**config.mk**
```make
export PLATFORM = sky130hd
export DESIGN_NAME = std_sram_sp_ctrl_flat
export DESIGN_NICKNAME = d
export VERILOG_FILES = /design/src/rtl/std_sram_sp_ctrl_if.sv /design/src/rtl/std_sram_sp_ctrl.sv /design/src/flat_wrapper.sv
export SDC_FILE = /design/constraint.sdc
export NUM_CORES = 1
export LEC_CHECK = 0
export BUFFER_PORTS_ARGS = -buffer_cell sky130_fd_sc_hd__clkbuf_2
export CAP_MARGIN = 20
export CORE_AREA = 2 2 39 41
export CTS_CLUSTER_SIZE = 16
export DETAILED_ROUTE_END_ITERATION = 12
export DIE_AREA = 0 0 41 43
export GPL_ROUTABILITY_DRIVEN = 0
export MAX_ROUTING_LAYER = met4
export PLACE_DENSITY = 0.46
export SLEW_MARGIN = 20
export SYNTH_ARGS = -nofsm -noshare
export SYNTH_HDL_FRONTEND = slang
export SYNTH_SLANG_ARGS = --single-unit
```
**constraint.sdc**
```tcl
create_clock -name clk -period 2.3 [get_ports clk]
set_input_delay 0.23 -clock clk [delete_from_list [all_inputs] [get_ports clk]]
set_output_delay 0.23 -clock clk [all_outputs]
set_load 0.05 [all_outputs]
```
**src/rtl/std_sram_sp_ctrl_if.sv**
```systemverilog
// Request/response handshake and SRAM macro pins of the single-port SRAM controller.
interface std_sram_sp_ctrl_if #(
    parameter int unsigned ADDR_WIDTH = 1,
    parameter int unsigned DATA_WIDTH = 1
);
    logic                  req_valid;
    logic                  req_ready;
    logic                  req_we;
    logic [ADDR_WIDTH-1:0] req_addr;
    logic [DATA_WIDTH-1:0] req_din;
    logic                  clr;
    logic                  rsp_valid;
    logic                  rsp_ready;
    logic [DATA_WIDTH-1:0] rsp_dout;
    logic                  init_done;
    logic                  sram_en;
    logic                  sram_we;
    logic [ADDR_WIDTH-1:0] sram_addr;
    logic [DATA_WIDTH-1:0] sram_din;
    logic [DATA_WIDTH-1:0] sram_dout;

    // Environment side: requester, response consumer and the SRAM macro itself.
    modport master (
        output req_valid, req_we, req_addr, req_din, clr, rsp_ready, sram_dout,
        input  req_ready, rsp_valid, rsp_dout, init_done, sram_en, sram_we, sram_addr, sram_din
    );

    modport slave (
        input  req_valid, req_we, req_addr, req_din, clr, rsp_ready, sram_dout,
        output req_ready, rsp_valid, rsp_dout, init_done, sram_en, sram_we, sram_addr, sram_din
    );
endinterface

```
**src/rtl/std_sram_sp_ctrl.sv**
```systemverilog
// Single-port SRAM controller: zero-fills the array after reset or clr, then
// serves one read or write per cycle with a one-entry registered read response.
module std_sram_sp_ctrl #(
    parameter int unsigned ADDR_WIDTH = 1,
    parameter int unsigned DATA_WIDTH = 1
) (
    input  logic              clk,
    input  logic              reset,
    std_sram_sp_ctrl_if.slave bus
);
    typedef enum logic {
        INIT = 1'b0,
        RUN  = 1'b1
    } state_e;

    state_e                state_q, state_d;
    logic [ADDR_WIDTH-1:0] cnt_q, cnt_d;
    logic                  rsp_valid_q, rsp_valid_d;
    logic [DATA_WIDTH-1:0] rsp_dout_q, rsp_dout_d;

    logic                  run;
    logic                  req_ready_c;
    logic                  accept;
    logic                  rd_accept;
    logic                  sram_en_c;
    logic                  sram_we_c;
    logic [ADDR_WIDTH-1:0] sram_addr_c;
    logic [DATA_WIDTH-1:0] sram_din_c;

    // clr wins over a pending request, so it also withdraws req_ready.
    assign run         = (state_q == RUN);
    assign req_ready_c = run & ~bus.clr & (~rsp_valid_q | bus.rsp_ready);
    assign accept      = req_ready_c & bus.req_valid;
    assign rd_accept   = accept & ~bus.req_we;

    always_ff @(posedge clk or posedge reset) begin
        if (reset) begin
            state_q     <= INIT;
            cnt_q       <= '0;
            rsp_valid_q <= 1'b0;
            rsp_dout_q  <= '0;
        end else begin
            state_q     <= state_d;
            cnt_q       <= cnt_d;
            rsp_valid_q <= rsp_valid_d;
            rsp_dout_q  <= rsp_dout_d;
        end
    end

    always_comb begin
        state_d     = state_q;
        cnt_d       = cnt_q;
        rsp_valid_d = rsp_valid_q;
        rsp_dout_d  = rsp_dout_q;

        case (state_q)
            INIT: begin
                cnt_d = cnt_q + ADDR_WIDTH'(1);
                if (cnt_q == {ADDR_WIDTH{1'b1}}) begin
                    state_d = RUN;
                end
            end
            RUN: begin
                if (bus.clr) begin
                    state_d = INIT;
                    cnt_d   = '0;
                end
            end
            default: state_d = INIT;
        endcase

        // The response register keeps draining during a fill.
        if (rd_accept) begin
            rsp_valid_d = 1'b1;
            rsp_dout_d  = bus.sram_dout;
        end else if (rsp_valid_q && bus.rsp_ready) begin
            rsp_valid_d = 1'b0;
        end
    end

    always_comb begin
        sram_en_c   = 1'b0;
        sram_we_c   = 1'b0;
        sram_addr_c = bus.req_addr;
        sram_din_c  = bus.req_din;

        case (state_q)
            INIT: begin
                sram_en_c   = 1'b1;
                sram_we_c   = 1'b1;
                sram_addr_c = cnt_q;
                sram_din_c  = '0;
            end
            RUN: begin
                sram_en_c = accept;
                sram_we_c = accept & bus.req_we;
            end
            default: ;
        endcase
    end

    assign bus.req_ready = req_ready_c;
    assign bus.rsp_valid = rsp_valid_q;
    assign bus.rsp_dout  = rsp_dout_q;
    assign bus.init_done = run;
    assign bus.sram_en   = sram_en_c;
    assign bus.sram_we   = sram_we_c;
    assign bus.sram_addr = sram_addr_c;
    assign bus.sram_din  = sram_din_c;
endmodule

```
**src/flat_wrapper.sv**
```systemverilog
// flat-port wrapper written by rule: the top's interface ports become plain ports
module std_sram_sp_ctrl_flat 
#(
    parameter int unsigned ADDR_WIDTH = 1,
    parameter int unsigned DATA_WIDTH = 1
)
  (clk, reset, bus_req_valid, bus_req_we, bus_req_addr, bus_req_din, bus_clr, bus_rsp_ready, bus_sram_dout, bus_req_ready, bus_rsp_valid, bus_rsp_dout, bus_init_done, bus_sram_en, bus_sram_we, bus_sram_addr, bus_sram_din);
  std_sram_sp_ctrl_if #(.ADDR_WIDTH(ADDR_WIDTH), .DATA_WIDTH(DATA_WIDTH)) bus_i ();
  input  logic clk;
  input  logic reset;
  input wire logic [$bits(bus_i.req_valid)-1:0] bus_req_valid;
  input wire logic [$bits(bus_i.req_we)-1:0] bus_req_we;
  input wire logic [$bits(bus_i.req_addr)-1:0] bus_req_addr;
  input wire logic [$bits(bus_i.req_din)-1:0] bus_req_din;
  input wire logic [$bits(bus_i.clr)-1:0] bus_clr;
  input wire logic [$bits(bus_i.rsp_ready)-1:0] bus_rsp_ready;
  input wire logic [$bits(bus_i.sram_dout)-1:0] bus_sram_dout;
  output wire logic [$bits(bus_i.req_ready)-1:0] bus_req_ready;
  output wire logic [$bits(bus_i.rsp_valid)-1:0] bus_rsp_valid;
  output wire logic [$bits(bus_i.rsp_dout)-1:0] bus_rsp_dout;
  output wire logic [$bits(bus_i.init_done)-1:0] bus_init_done;
  output wire logic [$bits(bus_i.sram_en)-1:0] bus_sram_en;
  output wire logic [$bits(bus_i.sram_we)-1:0] bus_sram_we;
  output wire logic [$bits(bus_i.sram_addr)-1:0] bus_sram_addr;
  output wire logic [$bits(bus_i.sram_din)-1:0] bus_sram_din;
  assign bus_i.req_valid = bus_req_valid;
  assign bus_i.req_we = bus_req_we;
  assign bus_i.req_addr = bus_req_addr;
  assign bus_i.req_din = bus_req_din;
  assign bus_i.clr = bus_clr;
  assign bus_i.rsp_ready = bus_rsp_ready;
  assign bus_i.sram_dout = bus_sram_dout;
  assign bus_req_ready = bus_i.req_ready;
  assign bus_rsp_valid = bus_i.rsp_valid;
  assign bus_rsp_dout = bus_i.rsp_dout;
  assign bus_init_done = bus_i.init_done;
  assign bus_sram_en = bus_i.sram_en;
  assign bus_sram_we = bus_i.sram_we;
  assign bus_sram_addr = bus_i.sram_addr;
  assign bus_sram_din = bus_i.sram_din;
  std_sram_sp_ctrl #(.ADDR_WIDTH(ADDR_WIDTH), .DATA_WIDTH(DATA_WIDTH)) u_core (.clk(clk), .reset(reset), .bus(bus_i));
endmodule
```
==> out/summary.md, run 1 <==
- 2.07 ns — Worst Path Required
- 3 — number of clock buffers inserted by TritonCTS
- 2 — TritonRoute pass-1 iters
- 1760 µm² — area enclosed by the die boundary
- 1380 µm² — core outline area
- 0.000444 V — worst supply voltage drop on vdd
- 1.42 ns — data arrival at the endpoint of the critical path
- 11.1 µm² — Post-Synthesis Mean Instance Area
- completed — run status
- 0 — post-detailed-route count of antenna-violating nets
- 59.9% — Layout area overhead
- 0 — Final setup violation count
- 221 µm² — area of the mapped netlist
- 0.000748 ns — setup clock skew after layout
- 1 — starting DRC count in detailed routing
- 71.6% — fraction of the cycle the final worst path needs
- 828 µm — first-pass GRT wire length
- 14 — number of rows created at floorplan
- 521 µm — total wirelength of the detailed-routed design
- 2 — maximum number of buffers from clock root to sink
- 3.70 — average vias per placed instance
- primary output — Critical Path End Type
- sky130_fd_sc_hd__clkbuf_2 — most common cell after layout, fill and taps aside
- 81.5% — Worst slew margin
- 0 — Final Hold Violating Endpoints
- 0.23 ns — insertion delay of the later-clocked pin in the worst-skew pair
- 0.652 ns — worst setup slack after layout
- 0 — antenna violations before repair
- 4 — number of storage elements in the synthesis netlist
- 25.6% — Post-Route Utilization
- 354 µm² — Non-Filler Cell Area, Final
- 204 — vias in the first global route
- 0 — grt total ovfl
- 207 — number of vias after detailed routing
- 4 — Clock Sinks
- 65.0% — share of layout cells above drive strength 1
- met3 — uppermost layer routed
- 16 — count of port buffers added during placement
- 45.2% — fraction of synthesized cell area taken by the top area cell type
- 244 µm — wire length the detailed router placed on met1
- 1.65 ns — crit path time final
- 0.04 ns — post-CTS clock slew at the launch and capture registers of the worst setup and hold paths
- 45.2% — part of the Yosys area used for sequential elements
- 43 µm — Die Height
- reg2out — critical path class
- 17 — IO Pins
- 0 — Max Cap Viol
- sky130_fd_sc_hd__clkbuf_2 (16), sky130_fd_sc_hd__dfrtp_1 (4), sky130_fd_sc_hd__clkbuf_4 (3) — most used cells in the layout excluding fill and tap cells
- sky130_fd_sc_hd__clkbuf_4 — clk root buf
- no — unrepaired setup endpoints after global routing
- 41 µm — horizontal die dimension
- 16.0% — Initial Util
- 189 µm — amount of wire on met2 after detailed routing
- 0.607 GHz — max frequency
- 1 — Post-CTS Hold Buffers
- 0 — count of antenna diodes in the layout
- 0 — yosys warns
- 0 — Final Slew Violations
- 0.199 nW — leakage power total
- sky130_fd_sc_hd__dfrtp_1 — cell taking the most area after synthesis
- 322 µm² — Placed Instance Area
- 20 — Syn Inst Count
- 1660 nW/µm² — areal power density over the cells
- built — clock tree from TritonCTS
- 9 — pin count of the biggest net entering global routing
- 29 — Mapped Nets
- 9.30 µm — average wire per standard cell
- 14 — count of different cell masters after synthesis
- 0 — total of cells resized after clock tree synthesis
- 0 — drc violations
- 87 µm — Detail Route met3 WL
- 0.278 ns — Slew @ Worst Pin
- 1 — number of levels in the clock H-tree
- in2reg — worst min path class
- 51 — net count reported at finish
- 0.892 ns — Place WS
- 0 ns — post-route setup TNS
- 0 — Setup Fix Bufs, Post-CTS
- 7.94% — global-route total usage across every layer
- 1.09 ns — reg2reg setup slack
- sky130_fd_sc_hd__dfrtp_1 (45%), sky130_fd_sc_hd__nand4_4 (9.6%), sky130_fd_sc_hd__and2_2 (6.8%) — biggest area contributors in the synthesized netlist
- flop — startpoint types
- 8 — maximum fanout count along the critical path
[metrics by stage]
stage          power, mW  std cells  hold slack (ns)
6_report           0.586         56            0.185
5_1_grt            0.626         56            0.189
4_1_cts            0.599         56            0.171
3_5_place_dp       0.499         52            0.108
3_3_place_gp       0.499         52            0.103
2_1_floorplan      0.424         20         -0.00392
[routing by layer]
metal,track usage (%),up-vias
met4,8.00,0
met5,-,-
met1,8.74,84
met2,9.06,17
li1,-,106
met3,4.71,0
[worst paths after layout]
check	start	to	cells after the start
setup reg to reg	u_core.bus.init_done	u_core.bus.rsp_dout	3
hold reg to reg	u_core.cnt_q	u_core.cnt_q	1
min in group asynchronous	reset	u_core.bus.rsp_dout	3
max in group asynchronous	reset	u_core.cnt_q	3
hold / removal	bus_clr	u_core.bus.init_done	2
setup / recovery	u_core.bus.init_done	bus_sram_we	4
[power by group]
part           internal, mW  switching [mW]  total, mW  leakage, nW
clock                0.0585          0.0304     0.0889       0.0138
combinational        0.0990           0.269      0.368        0.136
sequential            0.100          0.0293      0.130       0.0494
total                 0.258           0.328      0.586        0.199
[layout make-up]
type                       instances  area (µm²)
inverter                           2        7.51
sequential                         4         100
timing repair buffer              17        90.1
tap                               16        20.0
fill                             156        1030
clock buffer                       3        22.5
multi-input combinational         14         114
[sequential cells by signal (all words and copies together) (netlist names)]
signal and count:
u_core.cnt_q 1, u_core.bus.init_done 1, u_core.bus.rsp_dout 1, u_core.bus.rsp_valid 1
[critical path: stages, from the launching register on]
cell and delay (ns):
sky130_fd_sc_hd__dfrtp_1 0.45, sky130_fd_sc_hd__and2b_4 0.22, sky130_fd_sc_hd__nand3_1 0.10, sky130_fd_sc_hd__o21ai_1 0.12, sky130_fd_sc_hd__clkbuf_2 0.28
[synthesized netlist by cell type]
master,count
sky130_fd_sc_hd__a21oi_1,1
sky130_fd_sc_hd__inv_1,2
sky130_fd_sc_hd__nor2_1,1
sky130_fd_sc_hd__dfrtp_1,4
sky130_fd_sc_hd__and2b_4,1
sky130_fd_sc_hd__nand2_1,2
sky130_fd_sc_hd__nand2b_1,1
sky130_fd_sc_hd__and2_2,2
sky130_fd_sc_hd__nand3_1,1
sky130_fd_sc_hd__mux2_4,1
sky130_fd_sc_hd__mux2_2,1
sky130_fd_sc_hd__a21o_2,1
sky130_fd_sc_hd__nand4_4,1
sky130_fd_sc_hd__o21ai_1,1
[logic make-up after synthesis]
group	count (synthesis)	share of synthesized area, %
compound gates	3	8.47
buf+inv	2	3.39
flops	4	45.2
mux	2	11.9
simple gates	9	31.1
No activity file was read; power rests on OpenSTA's default activity.
==> run 2, diff against run 1 <==
- clock period: 2.3 -> 1.7 ns (I/O delays scaled with it)
==> out/summary.md, run 2 (same netlist as run 1, synthesis figures left out) <==
- completed — run status
- 3 — number of clock buffers inserted by TritonCTS
- 0 — drc violations
- 0.00762 ns — setup clock skew after layout
- 0 — post-detailed-route count of antenna-violating nets
- 0 — antenna violations before repair
- in2reg — worst min path class
- 1380 µm² — core outline area
- 1760 µm² — area enclosed by the die boundary
- 0.279 ns — Slew @ Worst Pin
- no — unrepaired setup endpoints after global routing
- 52 — cell count after placement
- 26.2% — Post-Route Utilization
- 22.4% — sequential share of power
- 7.04% — global-route total usage across every layer
- built — clock tree from TritonCTS
- 0 — Max Cap Viol
- 61.5% — combinational share of power
- 0 — grt total ovfl
- 1.38 ns — data arrival at the endpoint of the critical path
- 1.55 ns — crit path time final
- 4 — Clock Sinks
- 8 — maximum fanout count along the critical path
- 502 µm — total wirelength of the detailed-routed design
- primary output — Critical Path End Type
- 1 — Post-CTS Hold Buffers
- 200 — vias in the first global route
- reg2out — critical path class
- 2 — maximum number of buffers from clock root to sink
- sky130_fd_sc_hd__clkbuf_2 (16), sky130_fd_sc_hd__clkbuf_4 (3), sky130_fd_sc_hd__dfrtp_1 (3) — most used cells in the layout excluding fill and tap cells
- 0.24 ns — insertion delay of the later-clocked pin in the worst-skew pair
- 8.81 µm — average wire per standard cell
- 0.04 ns — post-CTS clock slew at the launch and capture registers of the worst setup and hold paths
- 1 — number of levels in the clock H-tree
- 43 µm — Die Height
- 68.3% — share of layout cells above drive strength 1
- 0.645 GHz — max frequency
- 81.5% — Worst slew margin
- sky130_fd_sc_hd__clkbuf_2 — most common cell after layout, fill and taps aside
- 217 — number of vias after detailed routing
- 0 — Final Slew Violations
- 57 — Finished Layout Cells
- 0.000656 V — worst supply voltage drop on vdd
- 0 — total of cells resized after clock tree synthesis
- 63.8% — Layout area overhead
- 51 — net count reported at finish
- 0 — Final Hold Violating Endpoints
- 0 — count of antenna diodes in the layout
- 17 — IO Pins
- 717 µm — first-pass GRT wire length
- 0.813 mW — Total Power
- 0.391 ns — Place WS
- 1.53 ns — Worst Path Required
- 7 — starting DRC count in detailed routing
- 9 — pin count of the biggest net entering global routing
- 415 µm — HPWL after DPL
- 55.3% — Sw Share
- 0 — Final setup violation count
- 0.200 nW — leakage power total
- 0 — Setup Fix Bufs, Post-CTS
- flop — startpoint types
- 2 — number of stages on the worst hold path
- 0 ns — post-route setup TNS
- 41 µm — horizontal die dimension
- 91.2% — fraction of the cycle the final worst path needs
- 2240 nW/µm² — areal power density over the cells
- 0.449 mW — net switching power figure
- 16.1% — clock network power share
- 2 — TritonRoute pass-1 iters
- 3 — R2R depth
- sky130_fd_sc_hd__clkbuf_4 — clk root buf
- 3.81 — average vias per placed instance
- 16.0% — Initial Util
- 150 — fill count
- 14 — number of rows created at floorplan
- 0.363 mW — internal power
- 0.149 ns — worst setup slack after layout
- 16 — count of port buffers added during placement
run 2: final cells by class:
cell class | count | area, µm² | share of cell area (%)
flip-flops and latches | 4 | 101 | 27.9
repair buffers | 17 | 90.1 | 24.8
inverters | 2 | 7.51 | 2.07
clock buffers | 4 | 26.3 | 7.24
well taps | 16 | 20.0 | 5.52
multi-input cells | 14 | 118 | 32.4
run 2: stage by stage:
step | instance area, µm² | hold WS (ns)
3_3_place_gp | 327 | 0.0416
3_5_place_dp | 327 | 0.0408
4_1_cts | 363 | 0.116
2_1_floorplan | 226 | -0.0640
5_1_grt | 363 | 0.118
6_report | 363 | 0.119
run 2: final timing paths:
kind	from	to	slack, ns
setup / recovery	u_core.bus.init_done	bus_sram_we	0.15
hold / removal	bus_clr	u_core.bus.init_done	0.12
setup reg to reg	u_core.bus.init_done	u_core.bus.rsp_dout	0.53
hold reg to reg	u_core.cnt_q	u_core.cnt_q	0.51
max in group asynchronous	reset	u_core.bus.init_done	1.19
min in group asynchronous	reset	u_core.bus.rsp_valid	0.35
run 2: power by group through the flow:
stage	clock [mW]	sequential, mW	combinational (mW)
2_1_floorplan	0	0.275	0.308
3_3_place_gp	0	0.183	0.505
3_5_place_dp	0	0.185	0.503
4_1_cts	0.138	0.184	0.504
5_1_grt	0.144	0.191	0.531
6_report	0.131	0.182	0.500
run 2: critical path, cell delays in order (launching register included):
cell and delay, ns:
sky130_fd_sc_hd__dfrtp_2 0.43, sky130_fd_sc_hd__and2b_4 0.20, sky130_fd_sc_hd__nand3_1 0.11, sky130_fd_sc_hd__o21ai_2 0.12
sky130_fd_sc_hd__clkbuf_2 0.28
run 2: per-layer routing:
| layer | vias to the layer above | share of wire (%) | GRT usage (%) |
|---|---|---|---|
| met5 | - | 0 | - |
| met4 | 0 | 0 | 8.00 |
| met1 | 93 | 44 | 7.54 |
| li1 | 107 | - | - |
| met3 | 0 | 16 | 3.66 |
| met2 | 17 | 39 | 8.13 |
==> run 3, diff against run 2 <==
- CAP_MARGIN: 20 -> 5
- GPL_TIMING_DRIVEN: not set -> 0
==> out/summary.md, run 3 (same netlist as run 1, synthesis figures left out) <==
- 4 — Critical Path Stages
- 16 — count of port buffers added during placement
- 0 — grt total ovfl
- flip-flops — family with the most delay on the worst path
- 0 — Final setup violation count
- 7.22% — global-route total usage across every layer
- flop — startpoint types
- built — clock tree from TritonCTS
- 8 — maximum fanout count along the critical path
- met2 — busiest layer in global routing
- 4 — Clock Sinks
- and2b_4, nand3_1, o21ai_2, clkbuf_2 — cell-by-cell trace of the critical path
- 1.38 ns — data arrival at the endpoint of the critical path
- 0 — Max Cap Viol
- 0 — Setup Fix Bufs, Post-CTS
- 0 — drc violations
- primary output — Critical Path End Type
- bus_sram_we — end of the critical path
- 91.0% — fraction of the cycle the final worst path needs
- 1760 µm² — area enclosed by the die boundary
- 3.14% — met3 Track Usage GR
- sky130_fd_sc_hd__clkbuf_4 — clk root buf
- 0 ns — post-route setup TNS
- 81.5% — Worst slew margin
- 0.05 ns — post-CTS clock slew at the launch and capture registers of the worst setup and hold paths
- sky130_fd_sc_hd__dfrtp_2 — cell with the biggest individual delay on the critical path
- 51 — net count reported at finish
- 16.0% — Initial Util
- 0.43 ns — longest individual stage delay on the worst path
- 219 — vias in the first global route
- 214 — number of vias after detailed routing
- 1.53 ns — Worst Path Required
- 2250 nW/µm² — areal power density over the cells
- 9 — pin count of the biggest net entering global routing
- completed — run status
- no — unrepaired setup endpoints after global routing
- u_core.bus.rsp_dout — capture instance of the worst register-to-register path
- reg2out — critical path class
- 0.52 ns — reg2reg setup slack
- 0.24 ns — insertion delay of the later-clocked pin in the worst-skew pair
- 4 — starting DRC count in detailed routing
- sky130_fd_sc_hd__clkbuf_2 — most common cell after layout, fill and taps aside
- 0.000638 V — worst supply voltage drop on vdd
- u_core.bus.init_done — startpoint of the worst register-to-register path
- 68.3% — share of layout cells above drive strength 1
- 41 µm — horizontal die dimension
- 43 µm — Die Height
- 0.152 ns — worst setup slack after layout
- 0.646 GHz — max frequency
- 8.68 µm — average wire per standard cell
- 1380 µm² — core outline area
- 1 — number of levels in the clock H-tree
- 495 µm — total wirelength of the detailed-routed design
- 0.395 ns — Place WS
- 0 — Final Hold Violating Endpoints
- 396 µm — HPWL after DPL
- 63.8% — Layout area overhead
- 52 — cell count after placement
- 0.200 nW — leakage power total
- 57 — Finished Layout Cells
- 800 µm — first-pass GRT wire length
- 153 — fill count
- 3 — number of clock buffers inserted by TritonCTS
- 7.77% — met1 track demand over resource in global routing
- 0 — post-detailed-route count of antenna-violating nets
- 1 — Critical path buffers and inverters
- 0.279 ns — Slew @ Worst Pin
- 14 — number of rows created at floorplan
- 2 — maximum number of buffers from clock root to sink
- 2 — number of stages on the worst hold path
- in2reg — worst min path class
- 0 — count of antenna diodes in the layout
- 0 — total of cells resized after clock tree synthesis
- 3.75 — average vias per placed instance
- 3 — TritonRoute pass-1 iters
- 3 — R2R depth
- sky130_fd_sc_hd__clkbuf_2 (16), sky130_fd_sc_hd__clkbuf_4 (3), sky130_fd_sc_hd__dfrtp_1 (3) — most used cells in the layout excluding fill and tap cells
- 0.00731 ns — setup clock skew after layout
- 17 — IO Pins
- 1.55 ns — crit path time final
- 0 — antenna violations before repair
- 0 — Final Slew Violations
- u_core.bus.init_done — Critical path origin
- 9.69% — M2 GR Usage
[run 3: cell counts in the layout (fill, tap and decap cells not counted)]
Identical to the previous run, type by type.
[run 3: metal layers]
| metal | up-vias | part of all wire (%) | routed length, µm |
|---|---|---|---|
| li1 | 109 | - | - |
| met1 | 88 | 49 | 245 |
| met2 | 17 | 35 | 175 |
| met3 | 0 | 15 | 74 |
| met4 | 0 | 0 | 0 |
| met5 | - | 0 | 0 |
[run 3: worst min-delay path by stage]
| stage | start | to |
|---|---|---|
| finish | bus_clr | u_core.bus.init_done |
| global route | bus_clr | u_core.bus.init_done |
| CTS | bus_clr | u_core.bus.init_done |
| detailed placement | reset | u_core.bus.rsp_dout |
| global placement | reset | u_core.bus.rsp_dout |
| floorplan | reset | u_core.bus.rsp_dout |
[run 3: cell type report]
cell class	instances	area (µm²)	share of cell area [%]
clock buffer	4	26.3	7.24
inverter	2	7.51	2.07
multi-input combinational	14	118	32.4
sequential	4	101	27.9
tap	16	20.0	5.52
timing repair buffer	17	90.1	24.8
[run 3: metrics by stage]
stage	hold slack, ns	power [mW]	area [µm²]	utilization [%]
after floorplan	-0.0640	0.583	226	-
after global placement	0.0404	0.686	327	23.6
after detailed placement	0.0418	0.687	327	23.6
after CTS	0.119	0.830	363	26.2
after global routing	0.131	0.871	363	26.2
final	0.118	0.816	363	26.2
[run 3: where the power goes]
part | leakage [nW] | internal (mW) | total [mW] | switching, mW
Combinational | 0.137 | 0.137 | 0.500 | 0.364
Clock | 0.0150 | 0.0885 | 0.133 | 0.0449
Sequential | 0.0484 | 0.138 | 0.182 | 0.0437
Total | 0.200 | 0.364 | 0.816 | 0.452
[run 3: what timing repair did]
action | CTS | global route
setup endpoints to repair | 0 | 0
hold buffers | 1 | 0
hold endpoints to repair | 4 | 0
